[src/rtl/data_mem_access_unit.sv]
// rtl/data_mem_access_unit.sv - load/store bus engine for the MEM stage with stall, error and timeout
module data_mem_access_unit #(
   parameter int TIMEOUT_CYCLES = 64
) (
   input  logic        i_clk,
   input  logic        i_reset,
   input  logic        i_req_valid_m,
   input  logic        i_mem_write_m,
   input  logic [2:0]  i_funct3_m,
   input  logic [31:0] i_alu_result_m,
   input  logic [31:0] i_write_data_m,
   output logic [31:0] o_read_data_m,
   output logic        o_stall_mem,
   output logic        o_err_m,
   output logic        o_mem_req,
   output logic        o_mem_we,
   output logic [31:0] o_mem_addr,
   output logic [31:0] o_mem_wdata,
   output logic [3:0]  o_mem_be,
   input  logic        i_mem_gnt,
   input  logic        i_mem_rvalid,
   input  logic [31:0] i_mem_rdata
);

   localparam int CW = $clog2(TIMEOUT_CYCLES + 1);

   typedef enum logic [1:0] {
      S_IDLE = 2'd0,
      S_REQ  = 2'd1,
      S_WAIT = 2'd2,
      S_DONE = 2'd3
   } state_t;

   state_t        r_state;
   state_t        w_next;
   logic [CW-1:0] r_cnt;
   logic [31:0]   r_mem_addr;
   logic [31:0]   r_mem_wdata;
   logic [31:0]   r_read_data;
   logic [3:0]    r_mem_be;
   logic          r_mem_we;
   logic [2:0]    r_funct3;
   logic [1:0]    r_off;

   logic          w_illegal;
   logic          w_misalign;
   logic          w_idle_err;
   logic          w_accept;
   logic          w_timeout;
   logic [3:0]    w_be;
   logic [31:0]   w_wdata;
   logic [31:0]   w_shifted;
   logic [31:0]   w_load_ext;

   // classify the incoming access: illegal funct3 or misaligned address is rejected in IDLE
   always_comb begin
      w_illegal  = 1'b0;
      w_misalign = 1'b0;
      if (i_mem_write_m) begin
         w_illegal = (i_funct3_m > 3'b010);
      end else begin
         w_illegal = (i_funct3_m == 3'b011) || (i_funct3_m == 3'b110) || (i_funct3_m == 3'b111);
      end
      w_misalign = ((i_funct3_m[1:0] == 2'b01) && i_alu_result_m[0]) ||
                   ((i_funct3_m[1:0] == 2'b10) && (i_alu_result_m[1:0] != 2'b00));
      w_idle_err = (r_state == S_IDLE) && i_req_valid_m && (w_illegal || w_misalign);
      w_accept   = (r_state == S_IDLE) && i_req_valid_m && !(w_illegal || w_misalign);
   end

   // place store data on its byte lanes and derive the matching byte enables
   always_comb begin
      w_be    = 4'b1111;
      w_wdata = i_write_data_m;
      case (i_funct3_m[1:0])
         2'b00: begin
            w_be    = 4'b0001 << i_alu_result_m[1:0];
            w_wdata = {4{i_write_data_m[7:0]}};
         end
         2'b01: begin
            w_be    = i_alu_result_m[1] ? 4'b1100 : 4'b0011;
            w_wdata = {2{i_write_data_m[15:0]}};
         end
         default: begin
            w_be    = 4'b1111;
            w_wdata = i_write_data_m;
         end
      endcase
   end

   // pick the addressed byte/half of the returned word and extend it
   always_comb begin
      w_shifted = i_mem_rdata >> {r_off, 3'b000};
      case (r_funct3)
         3'b000:  w_load_ext = {{24{w_shifted[7]}}, w_shifted[7:0]};
         3'b001:  w_load_ext = {{16{w_shifted[15]}}, w_shifted[15:0]};
         3'b100:  w_load_ext = {24'd0, w_shifted[7:0]};
         3'b101:  w_load_ext = {16'd0, w_shifted[15:0]};
         default: w_load_ext = i_mem_rdata;
      endcase
   end

   // next-state logic; a grant or rvalid in the last allowed cycle still wins over the timeout
   always_comb begin
      w_next    = r_state;
      w_timeout = 1'b0;
      case (r_state)
         S_IDLE: begin
            if (w_accept) w_next = S_REQ;
         end
         S_REQ: begin
            if (i_mem_gnt) begin
               w_next = r_mem_we ? S_DONE : S_WAIT;
            end else if (r_cnt == CW'(TIMEOUT_CYCLES - 1)) begin
               w_timeout = 1'b1;
               w_next    = S_DONE;
            end
         end
         S_WAIT: begin
            if (i_mem_rvalid) begin
               w_next = S_DONE;
            end else if (r_cnt == CW'(TIMEOUT_CYCLES - 1)) begin
               w_timeout = 1'b1;
               w_next    = S_DONE;
            end
         end
         S_DONE: w_next = S_IDLE;
         default: w_next = S_IDLE;
      endcase
   end

   // state, timeout counter, latched bus fields and load result
   always_ff @(posedge i_clk) begin
      if (i_reset) begin
         r_state     <= S_IDLE;
         r_cnt       <= '0;
         r_mem_addr  <= '0;
         r_mem_wdata <= '0;
         r_mem_be    <= '0;
         r_mem_we    <= 1'b0;
         r_funct3    <= '0;
         r_off       <= '0;
         r_read_data <= '0;
      end else begin
         r_state <= w_next;
         if ((r_state == S_REQ) || (r_state == S_WAIT)) begin
            r_cnt <= r_cnt + CW'(1);
         end else begin
            r_cnt <= '0;
         end
         if (w_accept) begin
            r_mem_addr  <= {i_alu_result_m[31:2], 2'b00};
            r_mem_wdata <= w_wdata;
            r_mem_be    <= w_be;
            r_mem_we    <= i_mem_write_m;
            r_funct3    <= i_funct3_m;
            r_off       <= i_alu_result_m[1:0];
         end
         if (w_idle_err || w_timeout) begin
            r_read_data <= '0;
         end else if ((r_state == S_WAIT) && i_mem_rvalid) begin
            r_read_data <= w_load_ext;
         end
      end
   end

   assign o_mem_req     = (r_state == S_REQ);
   assign o_mem_we      = r_mem_we;
   assign o_mem_addr    = r_mem_addr;
   assign o_mem_wdata   = r_mem_wdata;
   assign o_mem_be      = r_mem_be;
   assign o_err_m       = w_idle_err || w_timeout;
   assign o_read_data_m = o_err_m ? 32'd0 : r_read_data;
   assign o_stall_mem   = i_req_valid_m && (r_state != S_DONE) && !w_idle_err;

endmodule
[config.mk]
export PLATFORM = sky130hd
export DESIGN_NAME = data_mem_access_unit
export DESIGN_NICKNAME = d
export VERILOG_FILES = /design/src/rtl/data_mem_access_unit.sv
export SDC_FILE = /design/constraint.sdc
export NUM_CORES = 1
export LEC_CHECK = 0
export CAP_MARGIN = 0
export CORE_MARGIN = 3
export CORE_UTILIZATION = 35
export CTS_CLUSTER_DIAMETER = 100
export DETAILED_ROUTE_END_ITERATION = 16
export PLACE_DENSITY = 0.66
export SETUP_SLACK_MARGIN = 0.05
export SYNTH_ARGS = -nofsm -noshare
export SYNTH_HDL_FRONTEND = slang
export SYNTH_SLANG_ARGS = --single-unit
[constraint.sdc]
create_clock -name i_clk -period 4 [get_ports i_clk]
set_input_delay 0.8 -clock i_clk [delete_from_list [all_inputs] [get_ports i_clk]]
set_output_delay 0.8 -clock i_clk [all_outputs]
set_load 0.005 [all_outputs]
* Word-level counts from Yosys, hierarchy flattened *
Index checks and enable logic that the tools add are counted.
Widths: inputs -> output; s select.

cells by class
  muxes and demuxes = 16
  magnitude comparators = 1
  reduce and logical (&&, ||, !) cells = 22
  eq/ne operators = 14
  add/subtract/negate cells = 1
  shift-type cells = 2
  bitwise operators = 1

operator list
  operator             number
  $pmux 32 s4          1
  $pmux 32 s2          1
  $mux 32              1
  $shr 32x5->16        1
  $eq 3x3->1 const B   4
  $logic_and 1x1->1    8
  $mux 2               4
  $pmux 2 s4           1
  $pmux 4 s2           1
  $add 7x1->7 const B  1
  $eq 7x6->1 const B   1
  $eq 2x2->1 const B   3
  $logic_or 1x1->1     6
  $mux 1               5
  $eq 2x1->1 const B   2
  $logic_not 2->1      2
  $mux 4               1
  $ne 2x2->1 const B   2
  $reduce_or 2->1      2
  $shl 1x2->4 const A  1
  $eq 3x1->1 const B   1
  $eq 3x2->1 const B   1
  $gt 3x2->1 const B   1
  $logic_not 3->1      1
  other kinds (4)      5

word-level totals
  output and inout port bits = 104
  bits in registers = 113
  logic and storage cells = 66
  bits of input ports = 105

* Depth between registers and ports, before layout *
Gate-level depths: netlist of the first run.

  depth in word-level cells = 9
  depth in mapped cells = 9
  depth with buffers taken out = 7

* Least setup slack after synthesis of the first run *
No wires, ideal clock.

  path type = input to output
  start point = in i_mem_write_m
  end point = out o_read_data_m[22]
  arrival time = 1.855 ns
  buffers on the path = 1
  slack = 1.345 ns
  stages = 5
  data required time = 3.200 ns
  cells stage by stage = a221oi_2 -> nor2_1 -> a32oi_4 -> clkbuf_1 -> and2_1

on the way
  longest elaborated chain between the ends = 5

ends and longest elaborated chain
  what               RTL line  RTL
  from (decl)        8         input logic i_mem_write_m,
  $mux 1             59        if (i_mem_write_m) begin
  $logic_or 1x1->1   66        w_idle_err = (r_state == S_IDLE) && i_req_valid_m && (w_illegal || w_misalign);
  $logic_and 1x1->1  66
  $logic_or 1x1->1   171       assign o_err_m = w_idle_err || w_timeout;
  $mux 32            172       assign o_read_data_m = o_err_m ? 32'd0 : r_read_data;
  to (decl)          12        output logic [31:0] o_read_data_m,

No other way between the ends.

* Worst setup path after layout of the first run *
  start point = in i_alu_result_m[1]
  end point = out o_read_data_m[7]

on the way
  longest elaborated chain between the ends = 7

ends and longest elaborated chain
  what               RTL line  RTL
  from (decl)        10        input logic [31:0] i_alu_result_m,
  $reduce_bool 2->1  65        ((i_funct3_m[1:0] == 2'b10) && (i_alu_result_m[1:0] != 2'b00));
  $logic_and 1x1->1  65
  $logic_or 1x1->1   64        w_misalign = ((i_funct3_m[1:0] == 2'b01) && i_alu_result_m[0]) ||
  $logic_or 1x1->1   66
  $logic_and 1x1->1  66
  $logic_or 1x1->1   171
  $mux 32            172

No other way between the ends.

==> parameters.txt, run 1 <==
Parameter                              Value

STA
  TNS Setup    0 ns
  Final setup violation count    0
  Transition time of the tightest slew-check pin    1.022 ns
  Final number of hold-violating endpoints    0
  Headroom to the max-slew limit    31.78%
  Final Max Slew Viols    0
  Max frequency    0.2638 GHz
  Final critical delay including setup and external delays    3.790 ns
  Worst setup skew after layout    0.004427 ns
  RSZ-0062 raised after global routing    false
  Final critical-path share of the clock period    94.75%

Cells and area
  Area growth from synthesis to layout    51.37%
  Number of nets in the finished design    963
  Antenna cells    0
  Fraction of layout cells with a size suffix above 1    8.140%
  Core utilization of the finished layout    55.17%

Clock network
  Number of gates resized after cts    0
  H-tree level count    4
  Clock tree from TritonCTS    yes
  CTS max path bufs    2
  Num Clock Sinks    113
  Root cell of the clock tree    clkbuf_16
  Post-cts hold buffer count    0
  Count of buffers added by post-CTS timing repair for setup    0
  Clk_lat worst skew    0.41 ns
  Number of CTS-inserted buffers    17
  Clock edge transition at the registers on the reported setup and hold paths    0.05 ns

Routing
  Routed via count    5434
  Overall routed net length    17.86 mm
  Routed length per placed instance    17.11 microns
  DRT antenna net count    0
  DRC violation total after the first TritonRoute iteration    375
  Post-route DRC    0
  DRT Pass-1 Iters    6
  Vias per cell    5.205

Logic synthesis
  Compound-cell area share of the yosys netlist    21.78%
  Top-count cell post-synth    nand2_1
  Most common flop cell mapped by yosys    dfxtp_1
  Mapped Cells    661
  Async set-or-reset flop fraction in the synthesized netlist    0%
  Dominant combinational cell family by area after synthesis    simple AND/OR/NAND/NOR gates
  Cell type contributing the most total cell area after synthesis    dfxtp_1
  Proportion of netlist area held by the largest area contributor    42.07%
  Cell types with the largest area share after synthesis    dfxtp_1 (42%), nand2_1 (9.6%), a21oi_1 (6.3%)
  Number of synthesized flops with an enable pin    0
  Most common library cells after synthesis    nand2_1 (137), dfxtp_1 (113), a21oi_1 (68)
  Avg Inst Size Synth    8.136 sq um
  Count of yosys warnings during synthesis    0
  Synth Area in XOR/XNOR    0.6515%
  Number of synthesized register bits    113
  Synth Area in Adders    1.629%
  Share of synthesized area spent on multiplexers    5.421%
  Post-Synthesis Cell Area    0.005378 sq mm
  Number of different library cells in the post-synthesis netlist    47
  Sequential-to-total area share from yosys stat    42.07%
  Synthesized-area fraction occupied by and/or/nand/nor cells    22.34%

Power and ir drop
  Max rail drop VDD    0.2341 mV
  Internal Pwr Total    2.417 mW
  Net switching power figure    832.7 uW
  Switching part of the total    25.63%
  Pleak    2.970 nW
  Share of total power in sequential cells    38.0%
  Portion of total power attributed to the clock network    43.9%
  Cell Pwr Density    399.2 mW/mm^2
  Relative contribution of combinational cells to total power    18.2%

Die
  Number of rows in the core area    44
  Area of the die    0.01689 sq mm
  Overall die width    130.0 microns
  Die extent in y    130.0 microns
  Boundary Pins    209
  Std-Cell Core Area    0.01475 sq mm
  Initial Util    36.45%

Placement
  IO buf count    206
  Global placement routability congestion    0.8603
  HPWL reported at the end of detailed placement    13.00 mm

Global route
  First-pass GRT wire length    27.65 mm
  Number of antenna violations at the first check in global routing    0
  Pin count of the biggest net entering global routing    68
  Via count of the first global-routing pass    5265
  Gr ovfl total    0
  Global-route usage over all layers    21.09%

Hold path
  Class of the most critical hold timing path    flip-flop to flip-flop

Critical path
  Most common cell type on the critical path    clkdlybuf4s50_1
  Sum of buffers and inverters on the critical path    3
  Ordered cell list for the critical path    clkdlybuf4s50_1 -> nor4_4 -> nor2_1 -> a32oi_4 -> buf_12 -> and2_1 -> clkdlybuf4s50_1
  Kind of cell with the highest combined delay on the critical path    buffers and inverters
  Worst setup EP type    output pin
  Critical Path Slowest Stage Cell    clkdlybuf4s50_1
  Worst setup path class    input pin to output pin
  Arrival time worst endpoint    2.99 ns
  Required time of the worst setup path    3.20 ns
  Startpoint types    input pin
  Maximum net fanout on the critical path    35
  Delay of the slowest cell on the worst path    0.54 ns
  Reg-to-reg setup timing slack    1.62 ns

Outcome
  Status    completed

Flow run
  Number of max-cap violations    0
[area by class of cell]
cell class	instances	area (sq um)
inverters	21	78.83
multi-input cells	475	2813
clock inverters	8	90.09
well taps	184	230.2
fillers	1354	6614
repair buffers	223	2210
flip-flops and latches	113	2262
clock buffers	20	456.7
[through the flow]
stage | power [mW] | cells | area [sq um] | hold slack, ns | worst slack (ns)
after floorplan | 1.522 | 662 | 5381 | 0.4132 | 1.345
after global placement | 1.831 | 1016 | 7594 | 0.4236 | 0.2565
after detailed placement | 1.846 | 1016 | 7594 | 0.4337 | 0.1959
after CTS | 3.282 | 1044 | 8140 | 0.4409 | 0.1835
after global routing | 3.396 | 1044 | 8140 | 0.4708 | 0.06915
final | 3.249 | 1044 | 8140 | 0.4400 | 0.2098
[registers in the layout (all words and copies together) (netlist names)]
register	cells
o_mem_wdata	32
r_read_data	32
o_mem_addr	30
r_cnt	7
o_mem_be	4
r_funct3	3
r_off	2
r_state	2
o_mem_we	1
[placed cells by master (no fill, tap or decap), types with 14 or more instances in the layout]
master	count
a211oi_1	14
a21oi_1	68
and2_1	50
buf_4	15
clkbuf_16	17
clkdlybuf4s50_1	205
dfxtp_1	113
inv_1	20
mux2i_1	28
nand2_1	137
nor2_1	47
o21ai_0	24
o221a_2	15
[cell families (layout without fill, tap and decap cells)]
group	after synthesis	in the layout
AND/OR/NAND/NOR	263	263
AO/OA/AOI/OAI	170	170
flip-flops	113	113
buffers and inverters	74	272
multiplexers	29	29
adder cells (fa/ha/maj)	7	7
XOR/XNOR	4	4
other	1	2
[metal layers]
layer,up-vias,GRT usage [%],routed length (microns)
li1,2653,-,-
met5,-,0,0
met2,254,33.06,8055
met3,40,9.456,1994
met1,2487,25.29,7346
met4,0,8.557,468
[power by group through the flow]
stage	Combinational (mW)	Clock, mW	Sequential, mW
after floorplan	0.277	0	1.24
after global placement	0.580	0	1.25
after detailed placement	0.591	0	1.25
after CTS	0.595	1.45	1.23
after global routing	0.647	1.51	1.24
final	0.590	1.43	1.23
[final timing paths]
path,start,endpoint,cells past startpoint
worst max-delay path,i_alu_result_m[1],o_read_data_m[7],7
worst min-delay path,r_cnt[0]$_SDFF_PP0_,r_cnt[0]$_SDFF_PP0_,1
worst min register to register,r_cnt[0]$_SDFF_PP0_,r_cnt[0]$_SDFF_PP0_,1
worst max register to register,r_state[1]$_SDFFE_PP0P_,r_read_data[8]$_SDFFE_PP0P_,8
[worst reg2reg max path, delay by kind of cell, from the launching register on]
family	cells	cell delay (ns)
buffers and inverters	3	0.44
and+or+nand+nor	1	0.36
DFF	1	0.40
AOI/OAI and AO/OA	3	0.80
adders and majority gates	1	0.25
No activity file was read; power rests on OpenSTA's default activity.
==> run 2: changes to the inputs <==
Settings changed: ABC_AREA set to 0, GPL_ROUTABILITY_DRIVEN set to 0, MAX_ROUTING_LAYER set to met4.
==> parameters.txt, run 2 (synthesized netlist as in run 1, its figures left out) <==
Parameter                              Value

Critical path
  Worst setup path class    input pin to output pin
  Beginning of the critical path    i_alu_result_m[1]
  Ordered cell list for the critical path    clkdlybuf4s50_1 -> nor4_4 -> nor2_1 -> a32oi_4 -> buf_12 -> and2_1 -> clkdlybuf4s50_1
  Sum of buffers and inverters on the critical path    3
  Most common cell type on the critical path    clkdlybuf4s50_1
  Reg-to-reg setup timing slack    1.61 ns
  Delay of the slowest cell on the worst path    0.54 ns
  Kind of cell with the highest combined delay on the critical path    buffers and inverters
  Arrival time worst endpoint    2.99 ns
  Required time of the worst setup path    3.20 ns
  R2R cell count    8
  Maximum net fanout on the critical path    35
  Worst R2R End    r_read_data[8]$_SDFFE_PP0P_
  Startpoint types    input pin
  Critical Path Slowest Stage Cell    clkdlybuf4s50_1
  Worst setup EP type    output pin
  Reg-to-reg startpoint    r_state[1]$_SDFFE_PP0P_

STA
  Worst Setup Slack, final    0.2097 ns
  Transition time of the tightest slew-check pin    1.037 ns
  RSZ-0062 raised after global routing    false
  Final critical delay including setup and external delays    3.790 ns
  Final critical-path share of the clock period    94.76%
  TNS Setup    0 ns
  Worst setup skew after layout    0.004650 ns
  Max frequency    0.2638 GHz
  Headroom to the max-slew limit    30.80%
  Final setup violation count    0
  Final number of hold-violating endpoints    0
  Final Max Slew Viols    0

Routing
  DRC violation total after the first TritonRoute iteration    362
  Overall routed net length    17.83 mm
  DRT antenna net count    0
  Routed via count    5397
  DRT Pass-1 Iters    5
  Post-route DRC    0
  Routed length per placed instance    17.08 microns
  Vias per cell    5.170

Cells and area
  Top library cells by usage in the layout, fill and taps aside    clkdlybuf4s50_1 (205), nand2_1 (137), dfxtp_1 (113)
  Area growth from synthesis to layout    51.37%
  Antenna cells    0
  Most frequent standard cell in the layout excluding fill and tap cells    clkdlybuf4s50_1
  Fillers    1354
  Number of nets in the finished design    963
  Fraction of layout cells with a size suffix above 1    8.140%

Hold path
  Hold_sp    r_cnt[0]$_SDFF_PP0_
  Worst hold endpoint    r_cnt[0]$_SDFF_PP0_
  Class of the most critical hold timing path    flip-flop to flip-flop
  Hold Crit Depth    1

Clock network
  Post-cts hold buffer count    0
  Clk_lat worst skew    0.41 ns
  CTS max path bufs    2
  Num Clock Sinks    113
  Clock edge transition at the registers on the reported setup and hold paths    0.05 ns
  H-tree level count    4
  Number of CTS-inserted buffers    17
  Number of gates resized after cts    0
  Count of buffers added by post-CTS timing repair for setup    0
  Clock tree from TritonCTS    yes
  Root cell of the clock tree    clkbuf_16

Placement
  IO buf count    206
  Worst slack at placement    0.1959 ns
  HPWL reported at the end of detailed placement    13.00 mm

Global route
  First-pass GRT wire length    27.61 mm
  Global-route usage over all layers    21.75%
  Via count of the first global-routing pass    5304
  Pin count of the biggest net entering global routing    68
  Gr ovfl total    0
  Number of antenna violations at the first check in global routing    0

Power and ir drop
  Share of total power in sequential cells    38.0%
  Net switching power figure    832.6 uW
  Max rail drop VDD    0.2330 mV
  PnR Total Power    3.249 mW
  Relative contribution of combinational cells to total power    18.2%
  Internal Pwr Total    2.417 mW
  Pleak    2.970 nW
  Portion of total power attributed to the clock network    43.9%
  Switching part of the total    25.62%
  Cell Pwr Density    399.2 mW/mm^2

Die
  Boundary Pins    209
  Initial Util    36.45%
  Area of the die    0.01689 sq mm
  Number of rows in the core area    44
  Overall die width    130.0 microns
  Std-Cell Core Area    0.01475 sq mm
  Die extent in y    130.0 microns

Flow run
  Number of max-cap violations    0

Outcome
  Status    completed
## run 2: cell counts in the layout (fill, tap and decap cells not counted)
Identical to the previous run, type by type.
## run 2: how the worst max path moves through the flow
stage	slack [ns]	cells after the start	to
final	0.21	7	o_read_data_m[24]
after global routing	0.07	7	o_read_data_m[17]
after CTS	0.18	7	o_read_data_m[8]
after detailed placement	0.20	7	o_read_data_m[7]
after global placement	0.26	7	o_read_data_m[9]
after floorplan	1.35	5	o_read_data_m[22]
## run 2: layer usage
layer	up-vias	GRT usage [%]	share of wire, %
li1	2645	-	-
met1	2471	26.13	42
met2	246	33.21	46
met3	35	7.777	9.5
met4	0	8.924	2.5
met5	-	-	0
## run 2: power by group through the flow
stage / clock network (mW) / registers [mW] / logic, mW
2_1_floorplan: 0 / 1.24 / 0.277
3_5_place_dp: 0 / 1.25 / 0.591
5_1_grt: 1.51 / 1.24 / 0.647
6_report: 1.43 / 1.23 / 0.590
3_3_place_gp: 0 / 1.25 / 0.580
4_1_cts: 1.45 / 1.23 / 0.595
## run 2: final cells by class
type	count	area (sq um)	area share [%]
Multi-Input combinational cell	475	2813	34.55
Sequential cell	113	2262	27.79
Timing Repair Buffer	223	2210	27.14
Clock buffer	20	456.7	5.610
Tap cell	184	230.2	2.828
Clock inverter	8	90.09	1.107
Inverter	21	78.83	0.9683
## run 2: worst register-to-register path, cell delays in order (launching register included)
cell and delay, ns:
dfxtp_1 0.40, inv_1 0.12, ha_1 0.25, inv_1 0.12, o22ai_1 0.11, a32oi_4 0.27
buf_12 0.20, nand2b_1 0.37, a2111oi_0 0.43
## run 2: through the flow
| stage | hold slack (ns) | util [%] | instances | area, sq um |
|---|---|---|---|---|
| 2_1_floorplan | 0.4132 | - | 662 | 5381 |
| 3_3_place_gp | 0.4236 | 51.47 | 1016 | 7594 |
| 3_5_place_dp | 0.4337 | 51.47 | 1016 | 7594 |
| 4_1_cts | 0.4409 | 55.17 | 1044 | 8140 |
| 5_1_grt | 0.4708 | 55.17 | 1044 | 8140 |
| 6_report | 0.4383 | 55.17 | 1044 | 8140 |
==> run 3: changes to the inputs <==
Clock period 4 ns to 4.8 ns, I/O delays scaled along.
==> parameters.txt, run 3 (synthesized netlist as in run 1, its figures left out) <==
Parameter                              Value

Die
  Boundary Pins    209
  Std-Cell Core Area    0.01475 sq mm
  Area of the die    0.01689 sq mm
  Initial Util    36.45%
  Overall die width    130.0 microns
  Die extent in y    130.0 microns
  Number of rows in the core area    44

STA
  Final setup violation count    0
  Worst Setup Slack, final    0.4195 ns
  Final critical delay including setup and external delays    4.380 ns
  Transition time of the tightest slew-check pin    1.174 ns
  Worst setup skew after layout    0.007968 ns
  Final number of hold-violating endpoints    0
  Max frequency    0.2283 GHz
  RSZ-0062 raised after global routing    false
  Final critical-path share of the clock period    91.26%
  Final Max Slew Viols    0
  TNS Setup    0 ns
  Headroom to the max-slew limit    21.25%

Global route
  Via count of the first global-routing pass    5246
  GR Util met3    7.982%
  Gr ovfl total    0
  Global-route usage over all layers    21.60%
  First-pass GRT wire length    27.56 mm
  GR peak layer    met2
  Routing usage on met1    26.41%
  Number of antenna violations at the first check in global routing    1
  Pin count of the biggest net entering global routing    78
  Met2 track demand over resource    33.21%

Cells and area
  Most frequent standard cell in the layout excluding fill and tap cells    clkdlybuf4s50_1
  Top library cells by usage in the layout, fill and taps aside    clkdlybuf4s50_1 (205), nand2_1 (137), dfxtp_1 (113)
  Fraction of layout cells with a size suffix above 1    7.009%
  Area growth from synthesis to layout    51.12%
  Number of nets in the finished design    956

Power and ir drop
  Relative contribution of combinational cells to total power    17.3%
  Portion of total power attributed to the clock network    46.1%
  Max rail drop VDD    0.1926 mV
  Switching part of the total    24.72%
  PnR Total Power    2.808 mW
  Internal Pwr Total    2.114 mW
  Share of total power in sequential cells    36.6%
  Net switching power figure    694.0 uW
  Cell Pwr Density    345.5 mW/mm^2
  Pleak    2.942 nW

Clock network
  H-tree level count    4
  Clock tree from TritonCTS    yes
  Count of buffers added by post-CTS timing repair for setup    0
  Num Clock Sinks    113
  Post-cts hold buffer count    0
  Number of CTS-inserted buffers    17
  Clk_lat worst skew    0.41 ns
  CTS max path bufs    2
  Number of gates resized after cts    0
  Root cell of the clock tree    clkbuf_16
  Clock edge transition at the registers on the reported setup and hold paths    0.05 ns

Hold path
  Class of the most critical hold timing path    flip-flop to flip-flop
  Worst hold endpoint    r_read_data[0]$_SDFFE_PP0P_
  Hold Crit Depth    2
  Hold_sp    r_read_data[0]$_SDFFE_PP0P_

Outcome
  Status    completed

Critical path
  Maximum net fanout on the critical path    35
  Worst setup EP type    output pin
  Worst setup path class    input pin to output pin
  Reg-to-reg setup timing slack    1.87 ns
  Arrival time worst endpoint    3.42 ns
  Required time of the worst setup path    3.84 ns
  Worst R2R End    r_read_data[17]$_SDFFE_PP0P_
  Startpoint types    input pin
  Reg-to-reg startpoint    r_off[0]$_SDFFE_PP0P_
  R2R cell count    5

Routing
  Routed via count    5314
  Vias per cell    5.105
  DRT Pass-1 Iters    4
  Post-route DRC    0
  DRC violation total after the first TritonRoute iteration    296
  DRT antenna net count    0
  Overall routed net length    17.72 mm
  Routed length per placed instance    17.02 microns

Placement
  Worst slack at placement    0.3818 ns
  IO buf count    206
  HPWL reported at the end of detailed placement    12.95 mm

Flow run
  Number of max-cap violations    0
==> run 3: cell types whose count changed in the layout (fill, tap and decap cells not counted), sizes merged <==
cell | previous run | this run
buf | 18 | 11
clkbuf | 20 | 25
clkinv | 7 | 3
bufinv | 2 | 4
diode | 0 | 1
==> run 3: worst max-delay path by stage <==
stage / end / cells after the start / from
3_3_place_gp: o_read_data_m[9] / 7 / i_alu_result_m[1]
6_report: o_read_data_m[18] / 7 / i_alu_result_m[0]
3_5_place_dp: o_read_data_m[18] / 7 / i_alu_result_m[0]
4_1_cts: o_read_data_m[18] / 7 / i_alu_result_m[0]
5_1_grt: o_read_data_m[18] / 7 / i_alu_result_m[0]
2_1_floorplan: o_read_data_m[22] / 5 / i_mem_write_m
==> run 3: final cells by class <==
class                   count  area (sq um)
flip-flops and latches    113          2262
fillers                  1353          6628
clock inverters             6         130.1
clock buffers              25         465.4
inverters                  21         78.83
multi-input cells         475          2813
well taps                 184         230.2
diodes                      1         2.502
repair buffers            216          2145
==> run 3: stage by stage <==
stage                     instances  instance area [sq um]  util, %  hold WS (ns)
after global routing           1041                   8127    55.08        0.4713
after global placement         1009                   7528    51.03        0.4246
final                          1041                   8127    55.08        0.4534
after floorplan                 662                   5381        -        0.4132
after CTS                      1040                   8124    55.06        0.4523
after detailed placement       1009                   7528    51.03        0.4457
==> run 3: routing by layer <==
metal  vias up  part of all wire (%)
li1       2629                     -
met1      2448                    42
met2       216                    47
met3        21                   9.7
met4         0                   1.3
met5         -                     0
==> run 3: power by group through the flow <==
| stage | Combinational (mW) | Sequential [mW] | Clock, mW |
|---|---|---|---|
| floorplan | 0.231 | 1.04 | 0 |
| global placement | 0.476 | 1.04 | 0 |
| detailed placement | 0.484 | 1.05 | 0 |
| CTS | 0.489 | 1.03 | 1.32 |
| global route | 0.532 | 1.03 | 1.37 |
| finish | 0.485 | 1.03 | 1.30 |
==> run 3: critical path, cell delays in order <==
cell	delay [ns]
clkdlybuf4s50_1	0.58
a221oi_2	0.47
nor2_1	0.21
a32oi_4	0.21
buf_4	0.29
and2_1	0.17
clkdlybuf4s50_1	0.50
